$ cat config.mk
export PLATFORM = sky130hd
export DESIGN_NAME = vga_scene_sequencer
export DESIGN_NICKNAME = d
export VERILOG_FILES = /design/src/rtl/vga_seq_pkg.sv /design/src/rtl/vga_frame_tick.sv /design/src/rtl/vga_scene_sequencer.sv
export SDC_FILE = /design/constraint.sdc
export NUM_CORES = 1
export LEC_CHECK = 0
export CAP_MARGIN = 20
export CORE_MARGIN = 4
export CORE_UTILIZATION = 45
export CTS_CLUSTER_SIZE = 24
export DETAILED_ROUTE_END_ITERATION = 8
export PLACE_DENSITY = 0.68
export REMOVE_ABC_BUFFERS = 1
export SLEW_MARGIN = 5
export SYNTH_ARGS = -nofsm -noshare
export SYNTH_HDL_FRONTEND = slang
export SYNTH_SLANG_ARGS = --single-unit
$ cat constraint.sdc
create_clock -name clk -period 2.4 [get_ports clk]
set_clock_uncertainty 0.05 [all_clocks]
set_input_delay 0.36 -clock clk [delete_from_list [all_inputs] [get_ports clk]]
set_output_delay 0.36 -clock clk [all_outputs]
set_load 0.005 [all_outputs]
$ cat src/rtl/vga_seq_pkg.sv
// vga_seq_pkg: shared state encoding and constants for the scene sequencer
package vga_seq_pkg;
  typedef enum logic [1:0] {IDLE, PLAY, FADE_OUT, FADE_IN} seq_state_t;
  localparam logic [3:0] FADE_MAX  = 4'd15;
  localparam logic [7:0] LFSR_TAPS = 8'hB8;
  localparam logic [7:0] LFSR_SEED = 8'h5A;
endpackage

$ cat src/rtl/vga_frame_tick.sv
// vga_frame_tick: v_sync rising-edge detector (no tick until v_sync seen low after reset) and frame counter
module vga_frame_tick (
  input  logic        clk,
  input  logic        rst_n,
  input  logic        v_sync,
  output logic        frame_tick,
  output logic [15:0] frame_count
);
  logic vs_q, armed;
  always_ff @(posedge clk) begin
    if (!rst_n) begin
      vs_q        <= 1'b0;
      armed       <= 1'b0;
      frame_tick  <= 1'b0;
      frame_count <= '0;
    end else begin
      vs_q        <= v_sync;
      armed       <= armed | ~v_sync;
      frame_tick  <= v_sync & ~vs_q & armed;
      frame_count <= frame_tick ? frame_count + 1'b1 : frame_count;
    end
  end
endmodule

$ cat src/rtl/vga_scene_sequencer.sv
// vga_scene_sequencer: frame-synchronous scene/fade scheduler; SEQ_SHUFFLE_EN selects LFSR scene order
module vga_scene_sequencer
  import vga_seq_pkg::*;
#(
  parameter int NUM_SCENES   = 4,
  parameter int SCENE_FRAMES = 240,
  parameter int SCENE_W      = 4,
  parameter int SFRAME_W     = 16
) (
  input  logic                clk,
  input  logic                rst_n,
  input  logic                v_sync,
  input  logic                pause,
  input  logic                skip,
  output logic [SCENE_W-1:0]  scene,
  output logic [SCENE_W-1:0]  next_scene,
  output logic [SFRAME_W-1:0] scene_frame,
  output logic [3:0]          fade,
  output logic [15:0]         frame_count,
  output logic                frame_tick,
  output logic                in_transition
);
  localparam logic [SCENE_W-1:0]  LAST    = SCENE_W'(NUM_SCENES - 1);
  localparam logic [SFRAME_W-1:0] SF_LAST = SFRAME_W'(SCENE_FRAMES - 1);
  seq_state_t state, state_n;
  logic [SCENE_W-1:0]  scene_n, next_n, pick;
  logic [SFRAME_W-1:0] sf_n;
  logic [3:0]          fade_n;
  logic                skip_pend, pend_n, skip_eff, go;
  function automatic logic [SCENE_W-1:0] wrap_inc(input logic [SCENE_W-1:0] s);
    return (s == LAST) ? '0 : s + 1'b1;
  endfunction
  vga_frame_tick u_tick (
    .clk         (clk),
    .rst_n       (rst_n),
    .v_sync      (v_sync),
    .frame_tick  (frame_tick),
    .frame_count (frame_count)
  );
  assign in_transition = state != PLAY;
  assign skip_eff      = skip_pend | skip;
  assign go            = frame_tick & ~pause;
`ifdef SEQ_SHUFFLE_EN
  logic [7:0]         lfsr;
  logic [15:0]        lw;
  logic [SCENE_W-1:0] draw;
  always_ff @(posedge clk) begin
    if (!rst_n) lfsr <= LFSR_SEED;
    else if (frame_tick) lfsr <= lfsr[0] ? (lfsr >> 1) ^ LFSR_TAPS : lfsr >> 1;
  end
  always_comb begin
    lw   = {8'd0, lfsr};
    draw = lw[SCENE_W-1:0];
    for (int i = 0; i < (1 << SCENE_W) / NUM_SCENES; i++)
      draw = (draw > LAST) ? draw - SCENE_W'(NUM_SCENES) : draw;
    pick = (draw == next_scene) ? wrap_inc(draw) : draw;
  end
`else
  assign pick = wrap_inc(next_scene);
`endif
  always_ff @(posedge clk) begin
    if (!rst_n) begin
      state       <= IDLE;
      scene       <= '0;
      next_scene  <= SCENE_W'(1);
      scene_frame <= '0;
      fade        <= 4'd0;
      skip_pend   <= 1'b0;
    end else begin
      state       <= state_n;
      scene       <= scene_n;
      next_scene  <= next_n;
      scene_frame <= sf_n;
      fade        <= fade_n;
      skip_pend   <= pend_n;
    end
  end
  always_comb begin
    state_n = state;
    scene_n = scene;
    next_n  = next_scene;
    sf_n    = scene_frame;
    fade_n  = fade;
    pend_n  = skip_eff;
    if (go) begin
      case (state)
        IDLE: begin
          state_n = FADE_IN;
          fade_n  = 4'd1;
        end
        FADE_IN: begin
          fade_n  = fade + 4'd1;
          pend_n  = 1'b0;
          state_n = (fade == FADE_MAX - 4'd1) ? PLAY : FADE_IN;
          sf_n    = (fade == FADE_MAX - 4'd1) ? '0 : scene_frame;
        end
        PLAY: begin
          state_n = (skip_eff || scene_frame == SF_LAST) ? FADE_OUT : PLAY;
          fade_n  = (skip_eff || scene_frame == SF_LAST) ? FADE_MAX - 4'd1 : fade;
          sf_n    = (skip_eff || scene_frame == SF_LAST) ? scene_frame : scene_frame + 1'b1;
          pend_n  = 1'b0;
        end
        FADE_OUT: begin
          pend_n  = 1'b0;
          state_n = (fade == 4'd0) ? FADE_IN : FADE_OUT;
          scene_n = (fade == 4'd0) ? next_scene : scene;
          next_n  = (fade == 4'd0) ? pick : next_scene;
          fade_n  = (fade == 4'd0) ? fade : fade - 4'd1;
        end
      endcase
    end
  end
endmodule
# == Yosys cells after proc, flatten, opt, wreduce, memory -nomap -nowiden ==
# Cells that the tools add are included.
# op_classes
addsub,5
n_mux,13
bitwise_logic,8
n_reduce_logical,8
n_eq_ne,11
n_shift,0
order_cmp,0
div_mod_pow,0
multipliers,0
# ops
operator,n
$add A16 B1 Y16 const B,2
$mux W16,2
$pmux W16 S2,1
$eq A16 B8 Y1 const B,1
$pmux W4 S4,1
$mux W4,3
$add A4 B1 Y4 const B,2
$ne A2 B2 Y1 const B,4
$pmux W2 S4,1
$reduce_and A3 Y1,2
$eq A2 B2 Y1 const B,2
$eq A4 B2 Y1 const B,1
$eq A4 B4 Y1 const B,1
$logic_not A4 Y1,1
$mux W2,2
$reduce_and A4 Y1,1
$sub A4 B1 Y4 const B,1
$and A1 B1 Y1,3
$mux W1,3
$not A1 Y1,3
$reduce_or A3 Y1,1
$eq A2 B1 Y1 const B,1
$logic_not A2 Y1,1
$ne A2 B1 Y1 const B,1
3 further kinds,4
# word_totals
output_inout_bits,46
mem_count,0
latch_bits,0
inputBits,5
mem_bits_rw,0
reg_bits,50
rom_bits,0
word_cells,55

# == Logic depth before layout (Yosys ltp) ==
# Gate-level depths: netlist (run 1).
# depth
depth_word,4
mapped_depth,9
mapped_depth_nobuf,8

# == Cells and area by module ==
# From an unflattened synthesis (run 1), not the netlist that was laid out.
# unflattened
cells_unflattened,299
area_unflattened_um2,2556.2
# by_module_without_submodules
mod,n_inst,cells_per_inst,area_per_inst_um2,seq_area_each_um2
vga_scene_sequencer,1,210,1725.4,620.6
vga_frame_tick,1,89,830.8,380.4

# == Worst setup path before layout (run 1) ==
# No wires, ideal clock.
# synth_timing
kind,register -> register
from,register state[0]
to,register fade[3]
setup_ns,0.120
synth_period_minus_slack_ns,1.920
t_required_ns,2.230
setup_slack_ns,0.480
t_arrival_ns,1.750
n_path_buf,1
path_stages_with_launch,10
cell_sequence,dfxtp_1 buf_2 nand2b_4 inv_1 ha_1 nand3_1 nand2_1 o21ai_0 o221a_2 o31a_1
# synth_between
elab_chain_cells,3
elab_cells_between_ends,8
classes_between,5 x eq/ne; 1 x mux; 2 x reduce/logical
# synth_lines
element,line_no,text
start: declaration,vga_scene_sequencer.sv:25,"seq_state_t state, state_n;"
start signal: assignment,vga_scene_sequencer.sv:70,state <= state_n;
$eq A2 B2 Y1 or $eq A2 B1 Y1 (tied branches),vga_scene_sequencer.sv:86,case (state)
$ne A2 B2 Y1 (no line),--,
$reduce_and A3 Y1 (no line),--,
end signal: assignment,vga_scene_sequencer.sv:74,fade <= fade_n;
end: declaration,vga_scene_sequencer.sv:18,"output logic [3:0] fade,"
# Parallel ways exist; a longest one is shown, timed or not.
# A chain may end at the register's enable or synchronous reset.

# == Worst setup path in the final report (run 1) ==
# layout_timing
from,register scene_frame[0]
to,register scene_frame[5]
# layout_between
elab_chain_cells,4
elab_cells_between_ends,7
classes_between,1 x add/sub; 2 x eq/ne; 2 x mux; 2 x reduce/logical
# layout_lines
element,line_no,text
start: declaration,vga_scene_sequencer.sv:17,"output logic [SFRAME_W-1:0] scene_frame,"
start signal: assignment,vga_scene_sequencer.sv:73,scene_frame <= sf_n;
"parallel branches: the longest is 4 deep, another holds $add A16 B1 Y16",--,
# Several ways; the timed one is not identified. The select of a mux whose other input is x is not followed.

==> results.sh, run 1 <==
export IMPL_status="complete, no violations"
export IMPL_fill_cells=506
export IMPL_r2r_start="scene_frame[0]$_SDFFE_PN0P_"
export IMPL_power_frac_seq_pct=60.1
export IMPL_h_tree_depth=2
export IMPL_clk_pin_slew_ps=90
export IMPL_ys_top_cells_by_count="dfxtp_1 (50), nand3_1 (22), nand2_1 (20), and2_1 (17), nor2_1 (15)"
export IMPL_synth_compound_gate_area_share_pct=17.6
export IMPL_gp_congestion=0.821
export IMPL_final_area_um2=3300
export IMPL_synthCells=289
export IMPL_drv_cap=0
export IMPL_setup_violations=0
export IMPL_io_pins=51
export IMPL_synthSimpleGateAreaFrac_pct=29.3
export IMPL_startpoint="scene_frame[0]$_SDFFE_PN0P_"
export IMPL_synthTopCellsByArea="dfxtp_1 (39%), nand3_1 (4.3%), and2_1 (4.1%), xnor2_1 (3.1%), nand2_1 (2.9%)"
export IMPL_synth_xor_area_share_pct=5.08
export IMPL_root_buffer="clkbuf_8"
export IMPL_finalHoldViolations=0
export IMPL_ys_warn_count=0
export IMPL_hold_ws_ps=355
export IMPL_synth_seq_area_share_pct=38.7
export IMPL_ys_flop_type="dfxtp_1"
export IMPL_first_iter_violations=170
export IMPL_fin_tns_setup_ps=0
export IMPL_num_vias=2321
export IMPL_yosysMostFrequentCell="dfxtp_1"
export IMPL_async_reset_ff_share_pct=0
export IMPL_period_needed_ps=2180
export IMPL_core_area_um2=5540
export IMPL_critical_path_max_fanout=16
export IMPL_min_delay_start="u_tick.vs_q$_SDFF_PN0_"
export IMPL_clock_fmax_ghz=0.458
export IMPL_grt_max_degree=37
export IMPL_synthesis_area_um2=2580
export IMPL_port_buffers=50
export IMPL_pre_cts_ws_ps=116
export IMPL_grtUsageTotal_pct=17.4
export IMPL_rsz0062_at_grt="false"
export IMPL_die_w_um=83.8
export IMPL_intPower_mw=1.07
export IMPL_drv_slew=0
export IMPL_synth_top_family_by_area="simple AND/OR/NAND/NOR gates"
export IMPL_layout_nets=358
export IMPL_critPathKind="register to register"
export IMPL_cp_data_required_time_ps=2550
export IMPL_rows=27
export IMPL_power_density_nw_per_um2=425
export IMPL_start_util_pct=46.6
export IMPL_grt_overflow=0
export IMPL_routed_via_density=5.54
export IMPL_placed_cell_area_um2=3220
export IMPL_clock_latency_ps=310
export IMPL_final_period_utilization_pct=90.9
export IMPL_firstDrtPassIters=4
export IMPL_start_kind="register"
export IMPL_cts_setup_buffers=0
export IMPL_worst_pin_slew_ps=674
export IMPL_avgSynthCellArea_um2=8.94
export IMPL_wirelength_um=5920
export IMPL_hpwl_um=4320
export IMPL_synth_edf_count=0
export IMPL_post_drt_wl_per_cell_um=14.1
export IMPL_final_layout_size_suffix_gt1_share_pct=8.65
export IMPL_cp_end_kind="register"
export IMPL_p_sw_mw=0.329
export IMPL_fp_dieArea_um2=7020
export IMPL_cts_tree="built"
export IMPL_cts_buffer_depth=2
export IMPL_hp_class="register to register"
export IMPL_antenna_left=0
export IMPL_synth_area_mux_share_pct=2.71
export IMPL_die_h_um=83.8
export IMPL_route_detailed_drc=0
export IMPL_clkPwrFrac_pct=34.5
export IMPL_ir_drop_mv=0.216
export IMPL_area_delta_synth_final_pct=27.6
export IMPL_worst_slack_ps=218
export IMPL_swShare_pct=23.5
export IMPL_synth_top_area_share_pct=38.7
export IMPL_leakagePower_nw=1.23
export IMPL_yosysUniqueCellTypes=55
export IMPL_cts_sinks=50
export IMPL_antenna_cells=0
export IMPL_synthAdderAreaFrac_pct=3.20
export IMPL_combPwrFrac_pct=5.4
export IMPL_grt_pass1_vias=2155
export IMPL_arrival_ps=2330
export IMPL_antenna_found_initial=0
export IMPL_yosysTopAreaCell="dfxtp_1"
export IMPL_numCtsBuffers=5
export IMPL_cts_resized=0
export IMPL_synth_seq_cells=50
export IMPL_postCtsHoldBufs=0
export IMPL_timing_slew_headroom_pct=54.9
export IMPL_grt_pass1_wl_um=10200
## flip-flops by register name, indices dropped and copies added, names as in the netlist
register and count:
fade 4, next_scene 4, scene 4, scene_frame 16, skip_pend 1, state 2
u_tick.armed 1, u_tick.frame_count 16, u_tick.frame_tick 1, u_tick.vs_q 1
## worst max-delay path: stages, from the launching register on
cell	delay, ps
dfxtp_1	410
ha_1	270
and3_1	220
nand3_1	190
o311ai_4	630
o311ai_0	210
o41ai_1	100
## cells in the final DEF, fill, tap and decap left out, types with 2 or more instances in the layout
cell,n
dfxtp_1,50
clkdlybuf4s50_1,50
nand3_1,22
nand2_1,20
and2_1,17
nor2_1,15
buf_4,13
nor2b_1,11
o21ai_0,11
xnor2_1,9
a21oi_1,8
inv_1,7
and3_1,7
mux2i_1,7
o211ai_1,7
o31ai_1,6
nand4_1,6
a21boi_0,6
xor2_1,6
ha_1,5
clkbuf_8,5
and4_1,4
a21o_1,4
nand2b_1,4
nor3b_1,3
or4_1,3
o311ai_0,3
nor4_1,2
o21a_1,2
or3_1,2
nand3b_1,2
a41oi_1,2
or2_2,2
a31oi_1,2
o41ai_1,2
o211a_1,2
## path summary, 6_finish.rpt
path,endpoint,slack (ps),depth (start not counted)
hold / removal,u_tick.frame_tick$_SDFF_PN0_,360,1
setup reg to reg,scene_frame[5]$_SDFFE_PN0P_,220,6
setup / recovery,scene_frame[5]$_SDFFE_PN0P_,220,6
hold reg to reg,u_tick.frame_tick$_SDFF_PN0_,360,1
## power by group through the flow
stage | logic [mW] | clock network (mW) | registers, mW
6_report | 0.0756 | 0.482 | 0.842
3_3_place_gp | 0.0749 | 0 | 0.861
4_1_cts | 0.0757 | 0.491 | 0.842
2_1_floorplan | 0.0343 | 0 | 0.862
5_1_grt | 0.0837 | 0.530 | 0.844
3_5_place_dp | 0.0754 | 0 | 0.862
## cell families after synthesis
family,count (synthesis)
and+or+nand+nor,129
AOI/OAI and AO/OA,62
DFF,50
buffers and inverters,20
xor gates and xnor gates,15
muxes,7
adders and majority gates,6
## stage by stage
stage	total power, mW	instances	utilization [%]
after detailed placement	0.937	412	58.0
after global placement	0.936	412	58.0
after global routing	1.46	419	59.5
final	1.40	419	59.5
after CTS	1.41	419	59.5
after floorplan	0.896	277	-
## layer usage
metal	routed length, µm	track usage (%)	part of all wire [%]
met1	2860	23.4	48
met2	2710	27.9	46
met3	267	4.44	4.5
met4	79	4.09	1.3
met5	0	0	0
## area by class of cell
type | count | area, µm² | share of cell area [%]
clock inverters | 1 | 7.51 | 0.228
inverters | 8 | 30.0 | 0.911
well taps | 72 | 90.1 | 2.73
clock buffers | 6 | 72.6 | 2.20
repair buffers | 63 | 598 | 18.1
multi-input cells | 219 | 1500 | 45.4
flip-flops and latches | 50 | 1000 | 30.4
(Power assumes the default switching activity.)
==> inputs of run 2 (changes only) <==
--- a/config.mk
+++ b/config.mk
@@ -7,10 +7,10 @@
 export LEC_CHECK = 0
 export CAP_MARGIN = 20
 export CORE_MARGIN = 4
-export CORE_UTILIZATION = 45
+export CORE_UTILIZATION = 51
 export CTS_CLUSTER_SIZE = 24
 export DETAILED_ROUTE_END_ITERATION = 8
-export PLACE_DENSITY = 0.68
+export PLACE_DENSITY = 0.76
 export REMOVE_ABC_BUFFERS = 1
 export SLEW_MARGIN = 5
 export SYNTH_ARGS = -nofsm -noshare
==> run 2 against run 1 <==
Effect of this change: via count increased by 1.4%; combinational power decreased by 2%; clock-buffer cell count unchanged; routed wire length about the same; sequential power about the same; critical endpoint unchanged; largest cell class unchanged.
==> results.sh, run 2 (synthesis gave the netlist of run 1 again) <==
export IMPL_start_util_pct=53.6
export IMPL_top_regs="scene_frame (16), u_tick.frame_count (16)"
export IMPL_fin_tns_setup_ps=0
export IMPL_fin_total_pwr_mw=1.50
export IMPL_stdcell_count=414
export IMPL_route_detailed_drc=0
export IMPL_post_drt_wl_per_cell_um=14.3
export IMPL_grt_max_degree=39
export IMPL_io_pins=51
export IMPL_routed_via_density=5.69
export IMPL_hold_ws_ps=353
export IMPL_cts_sinks=50
export IMPL_utilization_pct=68.8
export IMPL_clock_fmax_ghz=0.459
export IMPL_power_density_nw_per_um2=454
export IMPL_grt_overflow=0
export IMPL_grt_pass1_wl_um=10200
export IMPL_port_buffers=50
export IMPL_status="complete, no violations"
export IMPL_die_w_um=79.2
export IMPL_clk_pin_slew_ps=90
export IMPL_rows=25
export IMPL_ir_drop_mv=0.311
export IMPL_num_vias=2354
export IMPL_leakagePower_nw=1.24
export IMPL_setup_violations=0
export IMPL_postCtsHoldBufs=0
export IMPL_intPower_mw=1.18
export IMPL_cts_tree="built"
export IMPL_arrival_ps=2330
export IMPL_layout_common_cells="dfxtp_1 (50), clkdlybuf4s50_1 (50), nand3_1 (22)"
export IMPL_firstDrtPassIters=5
export IMPL_power_frac_seq_pct=56.0
export IMPL_cts_setup_buffers=0
export IMPL_final_period_utilization_pct=90.8
export IMPL_start_kind="register"
export IMPL_clkPwrFrac_pct=39.0
export IMPL_grtUsageTotal_pct=20.0
export IMPL_cts_resized=0
export IMPL_timing_slew_headroom_pct=55.2
export IMPL_grt_pass1_vias=2166
export IMPL_period_needed_ps=2180
export IMPL_antenna_cells=0
export IMPL_hp_class="register to register"
export IMPL_cts_buffer_depth=2
export IMPL_swShare_pct=21.4
export IMPL_rsz0062_at_grt="false"
export IMPL_finalHoldViolations=0
export IMPL_cp_end_kind="register"
export IMPL_worst_pin_slew_ps=671
export IMPL_dp_cells=406
export IMPL_critPathKind="register to register"
export IMPL_rrSetupSlack_ps=220
export IMPL_drv_cap=0
export IMPL_die_h_um=79.2
export IMPL_cp_data_required_time_ps=2550
export IMPL_wirelength_um=5920
export IMPL_final_layout_size_suffix_gt1_share_pct=8.65
export IMPL_root_buffer="clkbuf_8"
export IMPL_area_delta_synth_final_pct=28.2
export IMPL_antenna_found_initial=0
export IMPL_fp_dieArea_um2=6270
export IMPL_combPwrFrac_pct=4.9
export IMPL_drv_slew=0
export IMPL_core_area_um2=4820
export IMPL_clock_latency_ps=300
export IMPL_p_sw_mw=0.322
export IMPL_h_tree_depth=2
export IMPL_layout_nets=357
export IMPL_critical_path_max_fanout=16
export IMPL_antenna_left=0
export IMPL_gp_congestion=0.879
export IMPL_first_iter_violations=134
export IMPL_numCtsBuffers=5
export IMPL_hpwl_um=4330
-- run 2: cell count changes in the layout (fill, tap and decap cells not counted) --
cell,previous run,this run
buf_4,13,12
bufinv_16,0,1
-- run 2: final cells by class --
type,instances,area (µm²)
well taps,67,83.8
repair buffers,62,591
multi-input cells,219,1500
inverters,8,30.0
fillers,415,1510
flip-flops and latches,50,1000
clock buffers,6,72.6
clock inverters,2,37.5
-- run 2: final timing paths --
| check | start | endpoint | depth (start not counted) |
|---|---|---|---|
| worst max-delay path | scene_frame[0]$_SDFFE_PN0P_ | scene_frame[5]$_SDFFE_PN0P_ | 6 |
| worst min register to register | u_tick.vs_q$_SDFF_PN0_ | u_tick.frame_tick$_SDFF_PN0_ | 1 |
| worst min-delay path | u_tick.vs_q$_SDFF_PN0_ | u_tick.frame_tick$_SDFF_PN0_ | 1 |
| worst max register to register | scene_frame[0]$_SDFFE_PN0P_ | scene_frame[5]$_SDFFE_PN0P_ | 6 |
-- run 2: through the flow --
| stage | area, µm² | setup WS [ps] |
|---|---|---|
| after floorplan | 2530 | 409 |
| after global placement | 3200 | 200 |
| after detailed placement | 3200 | 140 |
| after CTS | 3310 | 226 |
| after global routing | 3310 | 60.7 |
| final | 3310 | 220 |
-- run 2: worst max-delay path, stage by stage (launching register included) --
cell and delay (ps):
dfxtp_1 400, ha_1 250, and3_1 210, nand3_1 210, o311ai_4 630, o311ai_0 210
o41ai_1 100
-- run 2: routing by layer --
metal	GRT usage [%]	up-vias	wire (µm)
met5	0	-	0
met4	6.19	0	78
met3	3.97	6	320
met2	30.6	74	2600
met1	28.2	1107	2920
li1	-	1167	-
-- run 2: power by group through the flow --
stage	clock [mW]	sequential (mW)	combinational [mW]
CTS	0.602	0.842	0.0744
detailed placement	0	0.861	0.0738
global route	0.634	0.844	0.0812
finish	0.586	0.842	0.0744
global placement	0	0.861	0.0732
floorplan	0	0.862	0.0343
